[config.mk]
export PLATFORM = sky130hd
export DESIGN_NAME = fir_filter_pipe
export DESIGN_NICKNAME = d
export VERILOG_FILES = /design/src/rtl/fir_filter_pipe_pkg.sv /design/src/rtl/pipe_reg.sv /design/src/rtl/fir_filter_pipe.sv
export SDC_FILE = /design/constraint.sdc
export NUM_CORES = 2
export LEC_CHECK = 0
export ABC_AREA = 0
export BUFFER_PORTS_ARGS = -buffer_cell sky130_fd_sc_hd__buf_4
export CAP_MARGIN = 20
export CORE_UTILIZATION = 56
export DETAILED_ROUTE_END_ITERATION = 10
export PLACE_DENSITY = 0.75
export REMOVE_ABC_BUFFERS = 1
export SYNTH_ARGS = -nofsm -noshare
export SYNTH_HDL_FRONTEND = slang
export SYNTH_SLANG_ARGS = --single-unit
[constraint.sdc]
create_clock -name clk -period 9.3 [get_ports clk]
set_clock_uncertainty 0.05 [all_clocks]
set_input_delay 1.86 -clock clk [delete_from_list [all_inputs] [get_ports clk]]
set_output_delay 1.86 -clock clk [all_outputs]
set_load 0.05 [all_outputs]
[src/rtl/fir_filter_pipe_pkg.sv]
// Shared constants for the pipelined FIR: default widths, pipeline latency
// and the accumulator-width helper.
package fir_filter_pipe_pkg;

    localparam int FIR_DW    = 12;
    localparam int FIR_CW    = 12;
    localparam int FIR_TAPS  = 5;
    localparam int FIR_OUT_W = 22;
    localparam int FIR_LAT   = 4;

    // Wide enough that a TAPS-term sum of full-precision products never overflows.
    function automatic int fir_acc_w(input int dw, input int cw, input int taps);
        return dw + cw + $clog2(taps);
    endfunction

endpackage

[src/rtl/pipe_reg.sv]
// Generic W-bit pipeline register with load enable and async active-low
// reset to zero; used for every data stage of the FIR.
module pipe_reg #(
    parameter int W = 1
) (
    input  logic         clk,
    input  logic         rstn,
    input  logic         en,
    input  logic [W-1:0] d,
    output logic [W-1:0] q
);

    // NOTE: sequential state is written with <= so every flop samples pre-edge values.
    always_ff @(posedge clk or negedge rstn) begin
        if (!rstn) begin
            q <= '0;
        end else if (en) begin
            q <= d;
        end
    end

endmodule

[src/rtl/fir_filter_pipe.sv]
// Pipelined direct-form FIR with runtime coefficient bank and valid pipe.
// Define FIR_SAT_EN to clamp the output window instead of wrapping.
module fir_filter_pipe
    import fir_filter_pipe_pkg::*;
#(
    parameter int DW        = FIR_DW,
    parameter int CW        = FIR_CW,
    parameter int TAPS      = FIR_TAPS,
    parameter int OUT_W     = FIR_OUT_W,
    parameter int OUT_SHIFT = 0
) (
    input  logic                    clk,
    input  logic                    rstn,
    input  logic                    clr,
    input  logic                    in_valid,
    input  logic [DW-1:0]           in,
    input  logic                    coef_we,
    input  logic [$clog2(TAPS)-1:0] coef_addr,
    input  logic [CW-1:0]           coef_wdata,
    output logic [OUT_W-1:0]        out,
    output logic                    out_valid,
    output logic                    primed,
    output logic                    sat_flag
);

    localparam int AW    = $clog2(TAPS);
    localparam int PW    = DW + CW;
    localparam int ACC_W = fir_acc_w(DW, CW, TAPS);
    localparam int CNT_W = $clog2(TAPS + 1);

    logic signed [DW-1:0]    x_d   [TAPS];
    logic signed [DW-1:0]    x_q   [TAPS];
    logic signed [CW-1:0]    c_q   [TAPS];
    logic signed [PW-1:0]    p_d   [TAPS];
    logic signed [PW-1:0]    p_q   [TAPS];
    logic signed [ACC_W-1:0] p_ext [TAPS];
    logic signed [ACC_W-1:0] acc_d, acc_q;
    logic [FIR_LAT-1:0]      vld_d, vld_q;
    logic [CNT_W-1:0]        cnt_d, cnt_q;
    logic [OUT_W-1:0]        out_d, out_q;
    logic                    x_en;
    logic                    load_out;
    logic                    unused_acc;

    // Delay line moves only on accepted samples; clr zeroes it in the same edge.
    assign x_en = clr | in_valid;

    // NOTE: every always_comb target gets a default first so no path can infer a latch.
    always_comb begin
        for (int i = 0; i < TAPS; i++) x_d[i] = '0;
        if (!clr) begin
            x_d[0] = in;
            for (int i = 1; i < TAPS; i++) x_d[i] = x_q[i-1];
        end
    end

    for (genvar i = 0; i < TAPS; i++) begin : g_tap
        logic c_we;
        assign c_we = coef_we && (coef_addr == AW'(i));

        pipe_reg #(.W(DW)) u_x (.clk(clk), .rstn(rstn), .en(x_en), .d(x_d[i]), .q(x_q[i]));

        // NOTE: the coefficient bank is reset too, so a fresh filter is all-zero until loaded.
        pipe_reg #(.W(CW)) u_c (.clk(clk), .rstn(rstn), .en(c_we), .d(coef_wdata), .q(c_q[i]));

        assign p_d[i] = PW'(x_q[i]) * PW'(c_q[i]);
        pipe_reg #(.W(PW)) u_p (.clk(clk), .rstn(rstn), .en(1'b1), .d(p_d[i]), .q(p_q[i]));

        assign p_ext[i] = {{(ACC_W-PW){p_q[i][PW-1]}}, p_q[i]};
    end

    always_comb begin
        acc_d = '0;
        for (int i = 0; i < TAPS; i++) acc_d = acc_d + p_ext[i];
    end

    pipe_reg #(.W(ACC_W)) u_acc (.clk(clk), .rstn(rstn), .en(1'b1), .d(acc_d), .q(acc_q));

    always_comb begin
        vld_d = clr ? '0 : {vld_q[FIR_LAT-2:0], in_valid};
        cnt_d = cnt_q;
        if (clr) begin
            cnt_d = '0;
        end else if (vld_d[FIR_LAT-1] && (cnt_q != CNT_W'(TAPS))) begin
            cnt_d = cnt_q + CNT_W'(1);
        end
    end

    always_ff @(posedge clk or negedge rstn) begin
        if (!rstn) begin
            vld_q <= '0;
            cnt_q <= '0;
        end else begin
            vld_q <= vld_d;
            cnt_q <= cnt_d;
        end
    end

    assign load_out   = vld_d[FIR_LAT-1];
    assign unused_acc = ^acc_q;

`ifdef FIR_SAT_EN
    localparam logic signed [ACC_W-1:0] WIN_MAX = {{(ACC_W-OUT_W+1){1'b0}}, {(OUT_W-1){1'b1}}};
    localparam logic signed [ACC_W-1:0] WIN_MIN = {{(ACC_W-OUT_W+1){1'b1}}, {(OUT_W-1){1'b0}}};

    logic signed [ACC_W-1:0] win_full;
    logic                    sat_d, sat_q;

    // Arithmetic shift gives floor truncation before the range test.
    assign win_full = acc_q >>> OUT_SHIFT;

    always_comb begin
        out_d = win_full[OUT_W-1:0];
        sat_d = 1'b0;
        if (win_full > WIN_MAX) begin
            out_d = WIN_MAX[OUT_W-1:0];
            sat_d = 1'b1;
        end else if (win_full < WIN_MIN) begin
            out_d = WIN_MIN[OUT_W-1:0];
            sat_d = 1'b1;
        end
    end

    pipe_reg #(.W(1)) u_sat (.clk(clk), .rstn(rstn), .en(load_out), .d(sat_d), .q(sat_q));
    assign sat_flag = sat_q;
`else
    assign out_d    = acc_q[OUT_SHIFT +: OUT_W];
    assign sat_flag = 1'b0;
`endif

    pipe_reg #(.W(OUT_W)) u_out (.clk(clk), .rstn(rstn), .en(load_out), .d(out_d), .q(out_q));

    assign out       = out_q;
    assign out_valid = vld_q[FIR_LAT-1];
    assign primed    = (cnt_q == CNT_W'(TAPS));

endmodule

==> summary.md <==
| Metric | Value |
|---|---|
| Syn. warnings | `0` |
| Final Cell Area | `39500 sq um` |
| R2r worst-path depth | `16` |
| Final WS setup | `3730 ps` |
| Placed insts | `4560` |
| Total gr overflow | `0` |
| DRC viols | `0` |
| Place WS | `3790 ps` |
| Class of the worst hold path | `flip-flop to flip-flop` |
| IO Port Bufs | `55` |
| # rows | `94` |
| CTS Buf Count | `35` |
| Routed WL | `86300 um` |
| Unrepaired setup endpoints after global routing | `no` |
| Final Power | `9120 uW` |
| Pin slew with the least headroom to its limit | `1060 ps` |
| FF-to-FF End | `g_tap[3].u_p.q[19]` |
| Number of global-route vias before repair | `26500` |
| Detailed-route via count | `24900` |
| Setup_tns | `0 ps` |
| Post-route ant nets | `0` |
| Arr. time, crit path | `5960 ps` |
| Largest fanout on the critical path | `14` |
| Status | `complete, no violations` |
| Routability cong. | `0.886` |
| DR vias/cell | `5.38` |
| Required @ worst endpoint | `9690 ps` |
| Max Slew Vio Count | `0` |
| Most frequent CP cell | `fa_1` |
| Io pins | `57` |
| Prevailing post-synth register cell | `dfrtp_1` |
| Element type at the critical path end | `flip-flop` |
| Tmin final | `5570 ps` |
| Critical path class | `flip-flop to flip-flop` |
| Ranking of synthesized cells by area | `fa_1 38%, dfrtp_1 19%, ha_1 8.9%, inv_1 8.6%, nand2_1 4.6%` |
| # nets final | `4732` |
| Worst vdd ir | `0.000517 V` |
| Crit path to | `g_tap[3].u_p.q[19]` |
| Final std cells w/o fill | `4627` |
| Startpoint types | `flip-flop` |
| Initial antenna violation count | `7` |
| Number of synthesized flops with an enable pin | `0` |
| CTS hold repair buffers | `0` |
| CTS tree | `yes` |
| P_leak | `0.0202 uW` |
| Relative max-transition margin | `0.291` |
| CP cell instances | `and2_1 > fa_1 > inv_1 > fa_1 > inv_1 > fa_1 > fa_1 > inv_1 > fa_1 > inv_1 > ha_1 > or3_1 > o21bai_1 > a31oi_1 > o21ai_1 > a311o_1` |
| Sink Count | `281` |
| Htree depth | `2` |
| Synth-to-layout area growth | `5.96%` |
| Syn avg cell area | `9.86 sq um` |
| Core area | `65900 sq um` |
| Dominant cell type by area after synthesis | `fa_1` |
| Largest net degree at the start of global routing | `156` |
| Max stage delay on crit path | `600 ps` |
| Layout cells sized above 1 | `0.0550` |
| Synth unique cells | `71` |
| R2r setup slk | `3730 ps` |
| Final setup viols | `0` |
| R2r startpoint | `g_tap[3].u_x.q[5]` |
| CTS clk-pin slew, worst paths | `70 ps` |
| DP Area | `38300 sq um` |
| Asr flop ratio synth | `1.00` |
| Drt wl/cell | `18.7 um` |
| Maximum Capacitance Violations | `0` |
| Clock buffer depth | `3` |
| Die W | `260 um` |
| Fin crit share | `0.599` |
| Synth top area share | `0.377` |
| Fmax | `0.180 GHz` |
| Clock root buffer | `clkbuf_16` |
| Die height | `260 um` |
| Filler Cells Inserted | `5548` |
| Post-CTS setup buffer count | `0` |
| DR pass1 iterations | `7` |
| Slowest cell on the critical path | `dfrtp_1` |
| Global-route wire length before repair | `143000 um` |
| Synthesized area | `37300 sq um` |
| Die area | `67600 sq um` |
| Pwr dens | `231 nW/um^2` |
| Initial Util | `0.566` |
| FF+latch count, synth | `281` |
| Mapped Cells | `3779` |
| Register area share after synthesis | `0.189` |
| Worst Setup SP | `g_tap[3].u_x.q[5]` |
| Clk_lat worst skew | `570 ps` |
| Post-cts gate resize count | `0` |
| DPL Wire Length | `68400 um` |
| Hold Vio Cnt, Final | `0` |
| All-Layer GR Usage | `0.274` |
| DRT iter0 DRCs | `1593` |
[worst max-delay path: cells and delay by family, from the launching register on]
family / cells / cell delay (ps)
AO/OA/AOI/OAI: 4 / 1270
adder cells (fa/ha/maj): 6 / 2630
buffers and inverters: 4 / 190
flip-flops: 1 / 600
AND/OR/NAND/NOR: 2 / 690
[cell families after synthesis]
family                   after synthesis  synth area share
AO/OA/AOI/OAI                        235            0.0428
XOR/XNOR                             139            0.0327
adder cells (fa/ha/maj)              966             0.466
buffers and inverters               1003             0.101
flip-flops                           281             0.189
multiplexers                         142            0.0408
other                                  1          0.000101
AND/OR/NAND/NOR                     1012             0.128
[stage by stage]
stage | util | hold slack, ps
2_1_floorplan | - | 389
3_3_place_gp | 0.582 | 393
3_5_place_dp | 0.582 | 410
4_1_cts | 0.599 | 425
5_1_grt | 0.600 | 442
6_report | 0.600 | 417
[layout by cell type, fill, tap and decap left out, drive strengths merged, types with 4 or more instances in the layout]
master and instances:
o21a 13, o21bai 12, ha 264, a31oi 10, xnor2 115, o311ai 5
nor2 157, nor3 33, fa 702, nand3b 7, o21ai 45, a211oi 21
or3 5, nand3 16, a21oi 56, and2 242, xor2 24, or2 5
a21o 31, mux2 79, dfrtp 281, clkbuf 45, clkinv 13, o31ai 4
nand4 6, inv 863, nor3b 8, a221oi 4, nand2 459, o211ai 4
buf 61, a211o 4, nor2b 26, mux2i 63, nand2b 33
[power breakdown]
group	switching (uW)	internal (uW)	total (uW)	leakage (uW)
clock network	599	816	1420	0.000583
registers	445	1580	2020	0.00357
logic	3250	2430	5680	0.0160
[layout make-up]
cell class | count | area (sq um) | area share
Multi-Input combinational cell | 2495 | 26500 | 0.671
Sequential cell | 281 | 7030 | 0.178
Inverter | 860 | 3230 | 0.0817
Tap cell | 864 | 1080 | 0.0274
Clock buffer | 45 | 983 | 0.0249
Timing Repair Buffer | 61 | 485 | 0.0123
Clock inverter | 19 | 188 | 0.00475
Antenna cell | 2 | 5.00 | 0.000127
[synth_stat cells, types with 4 or more instances]
master and number:
dfrtp_1 281, fa_1 702, nand4_1 6, or2_1 5, nor3_1 32, clkbuf_1 129, o21ai_0 32, nor2_1 157
a221oi_1 4, inv_1 855, nand2b_1 33, nor3b_1 8, nand2_1 459, a211o_1 4, nand3_1 16, o211ai_1 4
a21o_1 29, mux2i_1 63, o31ai_1 4, mux2_2 71, or3_1 5, nand3b_1 7, o21a_1 13, mux2_1 8
buf_1 12, ha_1 264, xnor2_1 115, o311ai_1 5, clkinv_1 4, a21oi_1 56, a211oi_1 21, a31oi_1 10
o21bai_1 12, xor2_1 24, o21ai_1 12, and2_1 242, nor2b_1 26
[sequential cells by signal, indices dropped and copies added (netlist names)]
name	cells
g_tap.u_p.q	110
g_tap.u_c.q	60
g_tap.u_x.q	60
u_acc.q	22
u_out.q	22
vld_q	4
cnt_q	3
[per-layer routing]
| metal | vias to the layer above | part of all wire | routed length, um | GRT usage |
|---|---|---|---|---|
| met2 | 750 | 0.47 | 40700 | 0.444 |
| met4 | 6 | 0.027 | 2320 | 0.0712 |
| li1 | 11200 | - | - | - |
| met5 | - | 0.00047 | 41 | 0 |
| met1 | 12800 | 0.43 | 37400 | 0.383 |
| met3 | 133 | 0.068 | 5860 | 0.0494 |
[worst min path at each step]
stage                      from     endpoint  slack (ps)  cells after the start
global route        u_acc.q[17]  u_out.q[17]         440                      1
detailed placement     vld_q[1]     vld_q[2]         410                      1
global placement       vld_q[1]     vld_q[2]         390                      1
finish                 vld_q[1]     vld_q[2]         420                      1
CTS                    vld_q[1]     vld_q[2]         430                      1
floorplan              vld_q[0]     vld_q[1]         390                      1
No activity file was read; power rests on OpenSTA's default activity.
